File: src/rtl/edge_erode.sv
// Morphological erosion of a 3-bit edge-label map: a pixel survives only if it and its
// four direct neighbours are non-zero. Source is read through a 3x3 window, one read in flight.
module edge_erode #(
    parameter int WIDTH    = 640,
    parameter int HEIGHT   = 480,
    parameter int ADDR_W   = 19,
    parameter int READ_LAT = 2
) (
    input  logic              clk,
    input  logic              rst,
    input  logic              start,
    output logic              done,
    output logic [ADDR_W-1:0] edge_addr_read,
    input  logic [2:0]        bram_read,
    output logic              edge_we,
    output logic [ADDR_W-1:0] edge_addr_write,
    output logic [2:0]        bram_write
);
    localparam int NPIX = WIDTH * HEIGHT;
    localparam int CW   = $clog2(READ_LAT + 1);
    localparam logic [ADDR_W-1:0] W_A = ADDR_W'(WIDTH);

    typedef enum logic [2:0] {IDLE, CLEAR, PRIME, FETCH, EVAL, DONE} state_t;

    state_t                  state_q, state_d;
    logic                    done_q, done_d;
    logic                    we_q, we_d;
    logic [ADDR_W-1:0]       raddr_q, raddr_d;
    logic [ADDR_W-1:0]       waddr_q, waddr_d;
    logic [2:0]              wdata_q, wdata_d;
    logic [ADDR_W-1:0]       x_q, x_d;
    logic [ADDR_W-1:0]       y_q, y_d;
    logic [ADDR_W-1:0]       row_base_q, row_base_d;
    logic [1:0]              rd_row_q, rd_row_d;
    logic [1:0]              rd_col_q, rd_col_d;
    logic [CW-1:0]           wait_q, wait_d;
    // win_q[col][row]; col 2 doubles as the load register for the incoming column
    logic [2:0][2:0][2:0]    win_q, win_d;
    logic                    capture;
    logic                    survive;

    // row_base is the start address of the centre row, so the window rows sit at -W, 0, +W
    function automatic logic [ADDR_W-1:0] rd_addr(input logic [ADDR_W-1:0] base,
                                                  input logic [ADDR_W-1:0] col,
                                                  input logic [1:0]        row);
        case (row)
            2'd0:    rd_addr = base - W_A + col;
            2'd1:    rd_addr = base + col;
            default: rd_addr = base + W_A + col;
        endcase
    endfunction

    assign capture = (wait_q == CW'(READ_LAT));
    assign survive = (win_q[1][1] != 3'd0) && (win_q[1][0] != 3'd0) && (win_q[1][2] != 3'd0)
                  && (win_q[0][1] != 3'd0) && (win_q[2][1] != 3'd0);

    always_comb begin
        state_d    = state_q;
        done_d     = done_q;
        we_d       = 1'b0;
        raddr_d    = raddr_q;
        waddr_d    = waddr_q;
        wdata_d    = wdata_q;
        x_d        = x_q;
        y_d        = y_q;
        row_base_d = row_base_q;
        rd_row_d   = rd_row_q;
        rd_col_d   = rd_col_q;
        wait_d     = wait_q;
        win_d      = win_q;
        if ((state_q == PRIME || state_q == FETCH) && !capture)
            wait_d = wait_q + CW'(1);
        case (state_q)
            IDLE: begin
                done_d = 1'b0;
                if (start) begin
                    state_d = CLEAR;
                    we_d    = 1'b1;
                    waddr_d = '0;
                    wdata_d = 3'd0;
                end
            end
            CLEAR: begin
                if (waddr_q == ADDR_W'(NPIX - 1)) begin
                    state_d    = PRIME;
                    row_base_d = W_A;
                    y_d        = ADDR_W'(1);
                    x_d        = ADDR_W'(1);
                    rd_row_d   = 2'd0;
                    rd_col_d   = 2'd0;
                    wait_d     = '0;
                    raddr_d    = rd_addr(W_A, '0, 2'd0);
                end else begin
                    we_d    = 1'b1;
                    waddr_d = waddr_q + ADDR_W'(1);
                    wdata_d = 3'd0;
                end
            end
            PRIME: begin
                if (capture) begin
                    win_d[rd_col_q][rd_row_q] = bram_read;
                    wait_d = '0;
                    if (rd_row_q != 2'd2) begin
                        rd_row_d = rd_row_q + 2'd1;
                        raddr_d  = rd_addr(row_base_q, ADDR_W'(rd_col_q), rd_row_q + 2'd1);
                    end else if (rd_col_q == 2'd0) begin
                        rd_row_d = 2'd0;
                        rd_col_d = 2'd1;
                        raddr_d  = rd_addr(row_base_q, ADDR_W'(1), 2'd0);
                    end else begin
                        state_d  = FETCH;
                        rd_row_d = 2'd0;
                        rd_col_d = 2'd2;
                        raddr_d  = rd_addr(row_base_q, x_q + ADDR_W'(1), 2'd0);
                    end
                end
            end
            FETCH: begin
                if (capture) begin
                    win_d[2][rd_row_q] = bram_read;
                    wait_d = '0;
                    if (rd_row_q != 2'd2) begin
                        rd_row_d = rd_row_q + 2'd1;
                        raddr_d  = rd_addr(row_base_q, x_q + ADDR_W'(1), rd_row_q + 2'd1);
                    end else begin
                        // the bottom-right pixel is not part of the cross, so it can land now
                        state_d = EVAL;
                        we_d    = 1'b1;
                        waddr_d = row_base_q + x_q;
                        wdata_d = survive ? win_q[1][1] : 3'd0;
                    end
                end
            end
            EVAL: begin
                win_d[0] = win_q[1];
                win_d[1] = win_q[2];
                wait_d   = '0;
                rd_row_d = 2'd0;
                if (x_q < ADDR_W'(WIDTH - 2)) begin
                    state_d  = FETCH;
                    x_d      = x_q + ADDR_W'(1);
                    rd_col_d = 2'd2;
                    raddr_d  = rd_addr(row_base_q, x_q + ADDR_W'(2), 2'd0);
                end else if (y_q < ADDR_W'(HEIGHT - 2)) begin
                    state_d    = PRIME;
                    y_d        = y_q + ADDR_W'(1);
                    x_d        = ADDR_W'(1);
                    row_base_d = row_base_q + W_A;
                    rd_col_d   = 2'd0;
                    raddr_d    = row_base_q;
                end else begin
                    state_d = DONE;
                    done_d  = 1'b1;
                end
            end
            DONE: begin
                if (!start) begin
                    state_d = IDLE;
                    done_d  = 1'b0;
                end
            end
            default: state_d = IDLE;
        endcase
        if (!start && state_q != IDLE && state_q != DONE) begin
            state_d = IDLE;
            we_d    = 1'b0;
            done_d  = 1'b0;
        end
    end

    always_ff @(posedge clk or posedge rst) begin
        if (rst) begin
            state_q    <= IDLE;
            done_q     <= 1'b0;
            we_q       <= 1'b0;
            raddr_q    <= '0;
            waddr_q    <= '0;
            wdata_q    <= 3'd0;
            x_q        <= '0;
            y_q        <= '0;
            row_base_q <= '0;
            rd_row_q   <= 2'd0;
            rd_col_q   <= 2'd0;
            wait_q     <= '0;
            win_q      <= '0;
        end else begin
            state_q    <= state_d;
            done_q     <= done_d;
            we_q       <= we_d;
            raddr_q    <= raddr_d;
            waddr_q    <= waddr_d;
            wdata_q    <= wdata_d;
            x_q        <= x_d;
            y_q        <= y_d;
            row_base_q <= row_base_d;
            rd_row_q   <= rd_row_d;
            rd_col_q   <= rd_col_d;
            wait_q     <= wait_d;
            win_q      <= win_d;
        end
    end

    assign done            = done_q;
    assign edge_we         = we_q;
    assign edge_addr_read  = raddr_q;
    assign edge_addr_write = waddr_q;
    assign bram_write      = wdata_q;

endmodule

File: config.mk
export PLATFORM = sky130hd
export DESIGN_NAME = edge_erode
export DESIGN_NICKNAME = d
export VERILOG_FILES = /design/src/rtl/edge_erode.sv
export SDC_FILE = /design/constraint.sdc
export NUM_CORES = 1
export LEC_CHECK = 0
export ABC_AREA = 0
export ABC_CLOCK_PERIOD_IN_PS = 7250
export BUFFER_PORTS_ARGS = -buffer_cell sky130_fd_sc_hd__buf_4
export CAP_MARGIN = 15
export CORE_MARGIN = 3
export CORE_UTILIZATION = 40
export CTS_BUF_LIST = sky130_fd_sc_hd__clkbuf_16
export DETAILED_ROUTE_END_ITERATION = 10
export SLEW_MARGIN = 20
export SYNTH_ARGS = -nofsm -noshare
export SYNTH_HDL_FRONTEND = slang
export SYNTH_SLANG_ARGS = --single-unit
File: constraint.sdc
create_clock -name clk -period 7.25 [get_ports clk]
set_clock_uncertainty 0.15 [all_clocks]
set_input_delay 0.725 -clock clk [delete_from_list [all_inputs] [get_ports clk]]
set_output_delay 0.725 -clock clk [all_outputs]
set_load 0.01 [all_outputs]
==> results.yml, run 1 <==
final_layout:
  final_util: 0.460
  area_growth_pct: 11.7
  n_antenna_cell: 0
  final_area_sq_mm: 0.0109
  layout-drive-gt1-share: 0.0964
  layout.nets: 1300
  fillers: 2344
floorplan:
  pin_count: 49
  die_y_um: 162
  core_area_sq_mm: 0.0238
  rows: 56
  dieArea_sq_mm: 0.0264
  die_w_um: 162
  start_util: 0.412
sta:
  fmax_mhz: 217
  period_minus_slack_ps: 4610
  setup_tns_ps: 0
  hold_violations: 0
  worst_pin_slew_ps: 1080
  rsz0062_at_grt: "false"
  max-slew-margin-rel: 0.282
  period_share: 0.636
  setup_viol: 0
  drv_slew: 0
clock_tree:
  cts.sinks: 123
  cts_buffer_depth: 2
  post_cts_buffers: 0
  insertion_delay_ps: 430
  clk_pin_slew_ps: 70
  h-tree-depth: 4
  cts.repair.resized: 0
  hold_buffers: 0
  cts-root-buf: "clkbuf_16"
  cts_tree: "done"
  numCtsBuffers: 17
logic_synthesis:
  synthTopCellsByCount: "nor2_1 (129), nand2_1 (127), dfrtp_1 (123)"
  synth-main-ff-cell: "dfrtp_1"
  ys_ff_latch: 123
  synth_top_area_frac: 0.315
  ys_top_cells_by_area: "dfrtp_1 (31%), ha_1 (9.1%), o21ai_0 (5.2%), a21oi_1 (5.1%), nor2_1 (5.0%)"
  yosysMostFrequentCell: "nor2_1"
  synth_area_leader_cell: "dfrtp_1"
  synth_edf_count: 0
  synth_area_per_cell_sq_um: 8.11
  synth_area_sq_mm: 0.00978
  async_flop_share: 1.00
  yosys_warnings: 0
  ys_types: 81
  yosysSeqAreaShare: 0.315
  synthCells: 1205
  synth_nets: 1283
power:
  peakVddDrop_v: 0.000138
  power_density_mw_per_mm2: 247
  p_leak_uw: 0.00476
  p_total_uw: 2690
outcome:
  status: "completed"
placed_design:
  port_buffers: 48
  placed_area_sq_mm: 0.0104
  dp_hpwl_um: 22000
  place_congestion: 0.917
detailed_routing:
  vias: 9325
  ant_nets: 0
  viasPerCell: 6.00
  dr.pass1.iters: 5
  first_iter_violations: 963
  drc: 0
  routed_wirelength_um: 30700
  wl_per_cell_um: 19.7
grt:
  overflow: 0
  grt_pass1_wl_um: 48900
  grt_pass1_vias: 8789
  track_usage: 0.234
  antenna_found_initial: 0
  grt_max_degree: 67
critical_path:
  worstSetupPathType: "reg2reg"
  worst_setup_path_end_kind: "flop"
  worst_ep_arrival_time_ps: 4780
  worst_ep_required_time_ps: 7420
  path_max_fanout: 9
  critPathLaunchType: "flop"
worst_hold_path:
  holdCritPathClass: "in2async"
flow_run:
  cap_viol_max_count: 0
state kept, by name, indices dropped and copies added, names as in the netlist:
| signal | count |
|---|---|
| y_q | 19 |
| win_q | 21 |
| rd_row_q | 2 |
| edge_addr_read | 19 |
| edge_addr_write | 19 |
| row_base_q | 12 |
| x_q | 19 |
| rd_col_q | 2 |
| edge_we | 1 |
| state_q | 3 |
| wait_q | 2 |
| done | 1 |
| bram_write | 3 |
power breakdown:
group | switching [uW] | internal, uW | total (uW)
logic | 598 | 328 | 926
registers | 115 | 807 | 922
clock network | 394 | 450 | 843
total | 1110 | 1580 | 2690
worst max-delay path: stages (launching register included):
cell and delay [ps]:
dfrtp_1 500, ha_1 320, nand4_1 210, nor2_1 200, and3_1 250, nand2_1 120, inv_1 110, nand2_1 70
xnor2_1 220, ha_1 330, and3_1 180, a2111oi_0 420, o31a_2 280, a31oi_1 150, a21o_1 220, a311oi_1 250
o211ai_1 120, o32a_1 370
kinds of logic after synthesis:
| family | Yosys count | share of synthesized area |
|---|---|---|
| flip-flops | 123 | 0.315 |
| AND/OR/NAND/NOR | 443 | 0.215 |
| other | 2 | 0.000768 |
| buffers and inverters | 89 | 0.0370 |
| AO/OA/AOI/OAI | 368 | 0.238 |
| adder cells (fa/ha/maj) | 72 | 0.0929 |
| XOR/XNOR | 80 | 0.0717 |
| multiplexers | 28 | 0.0301 |
stage by stage:
step | cells | setup WS [ps] | hold WS (ps)
2_1_floorplan | 1205 | 3100 | 294
3_3_place_gp | 1522 | 2900 | 307
3_5_place_dp | 1522 | 2780 | 311
4_1_cts | 1554 | 2690 | 320
5_1_grt | 1554 | 2230 | 342
6_report | 1554 | 2640 | 290
per-layer routing:
metal,up-vias,share of wire,routed length (um),track usage
met1,4466,0.46,14000,0.336
met3,45,0.069,2110,0.0384
met4,0,0.023,706,0.0775
met5,-,0,0,0
li1,4455,-,-,-
met2,359,0.45,13900,0.361
final timing paths:
check / end / start / cells past startpoint / slack, ps
setup / recovery: edge_addr_read[18] / x_q[2] / 17 / 2640
hold / removal: win_q[14] / rst / 2 / 290
setup reg to reg: edge_addr_read[18] / x_q[2] / 17 / 2640
hold reg to reg: win_q[11] / win_q[20] / 2 / 330
max in group asynchronous: x_q[8] / rst / 3 / 5300
min in group clk: win_q[11] / win_q[20] / 2 / 330
area by class of cell:
type                            instances  area [sq um]  share of cell area
Timing Repair Buffer                   58           435              0.0399
Inverter                               29           111              0.0102
Clock buffer                           17           425              0.0390
Multi-Input combinational cell        993          6340               0.581
Tap cell                              319           399              0.0366
Sequential cell                       123          3080               0.282
Clock inverter                         15           129              0.0118
cell usage in the layout (no fill, tap or decap), drive strengths merged, types with 8 or more instances in the layout:
master / Yosys / routed
nor4: 11 / 11
nand4: 18 / 18
clkbuf: 51 / 17
buf: 9 / 58
and3: 13 / 13
and2: 23 / 23
a21oi: 100 / 100
nand3: 31 / 31
a31oi: 15 / 15
o21ai: 104 / 104
ha: 71 / 71
mux2i: 17 / 17
nor2b: 9 / 9
nor3: 30 / 30
o22ai: 11 / 11
o31ai: 22 / 22
or3: 8 / 8
xnor2: 40 / 40
xor2: 40 / 40
nor2: 130 / 130
a21o: 12 / 12
nand2b: 12 / 12
mux2: 11 / 11
inv: 29 / 37
nand2: 128 / 128
o211ai: 10 / 10
a22oi: 9 / 9
dfrtp: 123 / 123
Power figures use the tool's default switching activity.
==> run 2, diff against run 1 <==
- ABC_AREA: 0 -> 1
- ABC_CLOCK_PERIOD_IN_PS: 7250 -> 4600
- clock period: 7.25 -> 4.6 ns (I/O delays scaled with it)
==> run 2 against run 1 <==
  * Sequential cell count is the same
  * Clock-buffer cell count is the same
  * First-iteration DRC count shrank 1.3%
  * Largest power group unchanged
==> results.yml, run 2 <==
outcome:
  status: "completed"
clock_tree:
  insertion_delay_ps: 430
  cts.sinks: 123
  hold_buffers: 0
  cts.repair.resized: 0
  post_cts_buffers: 0
  clk_pin_slew_ps: 70
  cts-root-buf: "clkbuf_16"
  numCtsBuffers: 17
  cts_tree: "done"
  cts_buffer_depth: 2
  h-tree-depth: 4
placed_design:
  place_ws_ps: 636
  port_buffers: 48
  dp_hpwl_um: 26800
  place_congestion: 1.01
  placed_area_sq_mm: 0.0111
sta:
  rsz0062_at_grt: "false"
  setup_tns_ps: 0
  max-slew-margin-rel: 0.387
  period_minus_slack_ps: 4070
  setup_viol: 0
  drv_slew: 0
  setup_slack_ps: 525
  worst_pin_slew_ps: 920
  period_share: 0.886
  fmax_mhz: 245
  hold_violations: 0
logic_synthesis:
  synth_edf_count: 0
  synth_top_area_frac: 0.295
  async_flop_share: 1.00
  ys_ff_latch: 123
  yosysSeqAreaShare: 0.295
  ys_types: 56
  synth_nets: 1612
  yosys_warnings: 0
  synth-main-ff-cell: "dfrtp_1"
  synthCells: 1534
  yosysMostFrequentCell: "nand2_1"
  synth_area_sq_mm: 0.0104
  synth_area_per_cell_sq_um: 6.81
  ys_top_cells_by_area: "dfrtp_1 (29%), nand2_1 (15%), ha_1 (8.5%), inv_1 (6.4%), nand3_1 (5.5%)"
  synthTopCellsByCount: "nand2_1 (409), inv_1 (179), nor2_1 (141)"
  synth_area_leader_cell: "dfrtp_1"
power:
  power_density_mw_per_mm2: 554
  peakVddDrop_v: 0.000255
  p_leak_uw: 0.00577
floorplan:
  start_util: 0.411
  die_w_um: 168
  rows: 58
  die_y_um: 168
  dieArea_sq_mm: 0.0281
  core_area_sq_mm: 0.0254
  pin_count: 49
critical_path:
  critPathLaunchType: "flop"
  worstSetupPathType: "reg2reg"
  path_max_fanout: 8
  worst_ep_arrival_time_ps: 4240
  worst_setup_path_end_kind: "flop"
  worst_ep_required_time_ps: 4770
grt:
  overflow: 0
  antenna_found_initial: 0
  track_usage: 0.248
  grt_pass1_vias: 9955
  grt_max_degree: 74
  grt_pass1_wl_um: 55300
detailed_routing:
  first_iter_violations: 950
  drc: 0
  vias: 10612
  dr.pass1.iters: 6
  viasPerCell: 5.52
  ant_nets: 0
  routed_wirelength_um: 35000
  wl_per_cell_um: 18.2
final_layout:
  final_area_sq_mm: 0.0118
  area_growth_pct: 12.9
  layout-drive-gt1-share: 0.104
  n_antenna_cell: 0
  top_register: "win_q"
  final_util: 0.464
  final_common_cell: "nand2_1"
  layout_common_cells: "nand2_1 (409), inv_1 (179), nor2_1 (141)"
  layout.nets: 1658
  largest_reg_flops: 21
flow_run:
  cap_viol_max_count: 0
worst_hold_path:
  holdCritPathClass: "in2async"
## run 2: worst max-delay path: stages, from the launching register on
cell	delay [ps]
dfrtp_1	470
inv_1	280
ha_1	230
inv_1	50
nand2_1	90
nand2_1	120
nor2_1	200
xor2_1	200
inv_1	140
ha_1	320
ha_1	370
a21oi_1	250
o21ai_0	180
a21oi_1	250
xor2_1	170
nand2_1	80
a21oi_1	190
nand2_1	80
nor2_1	100
nor2_1	50
## run 2: per-stage QoR
step           power (uW)  instances  hold slack (ps)
2_1_floorplan        3900       1534              303
3_3_place_gp         4960       1891              312
3_5_place_dp         4970       1891              316
4_1_cts              6500       1923              131
5_1_grt              6980       1923              165
6_report             6530       1923             93.8
## run 2: cell type report
class / count / area [sq um]
fillers: 2645 / 13600
multi-input cells: 1182 / 6460
flip-flops and latches: 123 / 3080
inverters: 195 / 739
repair buffers: 61 / 458
clock buffers: 17 / 425
well taps: 330 / 413
clock inverters: 15 / 214
## run 2: path summary, 6_finish.rpt
path	from	endpoint	slack, ps	depth (start not counted)
min reg2reg	edge_addr_read[2]	edge_addr_read[2]	330	2
min in group clk	start	state_q[2]	160	3
max in group asynchronous	rst	edge_addr_read[15]	3250	3
max reg2reg	row_base_q[7]	edge_addr_read[14]	530	19
min	rst	edge_addr_write[13]	90	2
max	row_base_q[7]	edge_addr_read[14]	530	19
## run 2: logic make-up after synthesis
logic type,after synthesis,synth area share
compound gates,283,0.158
fa+ha+maj,72,0.0870
xor+xnor,45,0.0377
simple gates,780,0.335
buf+inv,229,0.0867
flops,123,0.295
other cells,2,0.000719
## run 2: power breakdown
part / total, uW / internal [uW] / switching [uW]
registers: 1600 / 1350 / 247
clock network: 1510 / 921 / 593
logic: 3420 / 1110 / 2300
total: 6530 / 3390 / 3150
## run 2: routing by layer
layer | global-route usage | part of all wire | vias up | routed length [um]
li1 | - | - | 5200 | -
met1 | 0.339 | 0.44 | 4930 | 15500
met2 | 0.387 | 0.44 | 402 | 15600
met3 | 0.0444 | 0.071 | 80 | 2490
met4 | 0.105 | 0.042 | 0 | 1450
met5 | 0 | 0 | - | 0
==> run 3, diff against run 2 <==
- ABC_CLOCK_PERIOD_IN_PS: 4600 -> 3370
- clock period: 4.6 -> 3.37 ns (I/O delays scaled with it)
==> run 3 against run 2 <==
  * Clock power grew 30%
  * Wire length grew 11%
  * Sequential share of layout area decreased by 4.0 points
  * Core utilization rose by 8.5 points
  * Critical endpoint is now edge_addr_read[18]
  * The run now ends with setup timing left
  * Highest routed layer unchanged
  * Via count grew 7.3%
  * Critical path type unchanged
  * Register-to-register slack got worse by 540 ps
  * Worst setup slack lost 540 ps
  * Sequential cell count did not move
==> results.yml, run 3 (synthesis gave the netlist of run 2 again) <==
final_layout:
  fillers: 2476
  final_util: 0.549
  final-seq-area_sq_mm: 0.00308
  final_area_sq_mm: 0.0139
  top_register: "win_q"
  layout_common_cells: "nand2_1 (381), buf_4 (234), inv_1 (162)"
  multi_input_area_sq_mm: 0.00726
  n_antenna_cell: 0
  layout.nets: 1837
  largest_reg_flops: 21
  final_common_cell: "nand2_1"
  layout-drive-gt1-share: 0.277
  stdcell_count: 2102
  area_growth_pct: 33.4
grt:
  grt_use_met1: 0.372
  grt_max_degree: 61
  grt_pass1_wl_um: 60200
  overflow: 0
  antenna_found_initial: 0
  grt_pass1_vias: 10904
  met3_usage: 0.0413
  grtUsageMet2: 0.435
  grt.busiest_layer: "met2"
  track_usage: 0.271
critical_path:
  critPathLaunchType: "flop"
  worst_ep_required_time_ps: 3540
  worst_setup_path_end_kind: "flop"
  crit_top_cell: "nand2_1"
  worstPathCellList: "buf_4, buf_4, nor2_1, nor2_2, nor2_4, nand2_2, xor2_2, ha_4, ha_4, buf_4, nand2_1, nor2_2, and2_1, nand2_1, inv_1, nor2_1, nand2_1, nand3_1, nand2_1, nand2_1, a21oi_1, nand2_1, nand2_1, nand2_1"
  path_max_fanout: 4
  worst_ep_arrival_time_ps: 3550
  slowest_stage: "dfrtp_1"
  worst-path-buf-inv: 4
  cp_top_family: "simple AND/OR/NAND/NOR gates"
  max_stage_delay_ps: 390
  worstSetupPathType: "reg2reg"
flow_run:
  cap_viol_max_count: 0
sta:
  rsz0062_at_grt: "true"
  hold_violations: 0
  worst_pin_slew_ps: 968
  period_share: 1.00
  setup_viol: 1
  period_minus_slack_ps: 3380
  max-slew-margin-rel: 0.352
  setup_slack_ps: -12.0
  fmax_mhz: 296
  drv_slew: 0
clock_tree:
  cts-root-buf: "clkbuf_16"
  clk_pin_slew_ps: 60
  cts.sinks: 123
  h-tree-depth: 4
  cts_buffer_depth: 2
  cts_tree: "done"
  numCtsBuffers: 17
  insertion_delay_ps: 440
power:
  power_density_mw_per_mm2: 743
  p_leak_uw: 0.00675
  p_total_uw: 10400
  peakVddDrop_v: 0.000624
detailed_routing:
  routed_wirelength_um: 38700
  wl_per_cell_um: 18.4
  first_iter_violations: 963
  viasPerCell: 5.42
  ant_nets: 0
  vias: 11391
  dr.pass1.iters: 5
  drc: 0
placed_design:
  place_ws_ps: -167
  place_inst: 2049
  dp_hpwl_um: 30000
  place_congestion: 1.00
  placed_area_sq_mm: 0.0124
  port_buffers: 48
outcome:
  violations: "setup timing"
  status: "finished with violations"
worst_hold_path:
  holdCritPathClass: "in2reg"
floorplan:
  start_util: 0.411
  pin_count: 49
  dieArea_sq_mm: 0.0281
  die_y_um: 168
  rows: 58
  core_area_sq_mm: 0.0254
  die_w_um: 168
run 3: cell count changes in the layout (fill, tap and decap cells not counted), moves of 14 or more:
cell	change
nor2_1	-21
nor2_2	+14
inv_2	+15
nand2_1	-28
buf_4	+173
inv_1	-17
o21ai_0	-18
ha_1	-27
a21oi_2	+19
nand2_2	+25
ha_4	+24
a21oi_1	-19
run 3: cell type report:
class / instances / share of cell area
Timing Repair Buffer: 240 / 0.132
Inverter: 195 / 0.0536
Multi-Input combinational cell: 1182 / 0.521
Tap cell: 330 / 0.0296
Sequential cell: 123 / 0.221
Clock buffer: 17 / 0.0305
Clock inverter: 15 / 0.0126
run 3: per-stage QoR:
step           hold slack, ps  setup TNS [ps]
2_1_floorplan             303               0
3_3_place_gp              302            -616
3_5_place_dp              305            -733
4_1_cts                  27.7           -33.1
5_1_grt                  71.6            -609
6_report                 40.1           -12.0
run 3: power by group:
group / switching, uW / internal, uW
Sequential: 312 / 1850
Clock: 842 / 1120
Combinational: 3770 / 2470
run 3: worst min-delay path, delay by kind of cell:
family,cells,cell delay [ps]
buf+inv,1,110
simple gates,1,60
compound gates,1,70
run 3: layer usage:
| layer | up-vias | share of wire |
|---|---|---|
| met5 | - | 0 |
| met2 | 401 | 0.45 |
| li1 | 5556 | - |
| met4 | 0 | 0.041 |
| met3 | 87 | 0.064 |
| met1 | 5347 | 0.44 |
run 3: path summary, 6_finish.rpt:
| kind | to | start | depth (start not counted) | slack [ps] |
|---|---|---|---|---|
| worst max register to register | edge_addr_read[18] | row_base_q[7] | 24 | -10 |
| min in group asynchronous | edge_addr_write[1] | rst | 3 | 390 |
| worst max-delay path | edge_addr_read[18] | row_base_q[7] | 24 | -10 |
| worst min-delay path | state_q[2] | start | 3 | 40 |
| worst min register to register | edge_addr_read[0] | edge_addr_read[0] | 1 | 330 |
| max in group asynchronous | edge_addr_read[14] | rst | 4 | 1900 |
run 3: repair_timing:
item	CTS	global route
pin swaps	7	75
hold buffers	1	0
setup endpoints to repair	7	9
buffers inserted	5	18
hold endpoints to repair	24	0
resized for setup	33	156
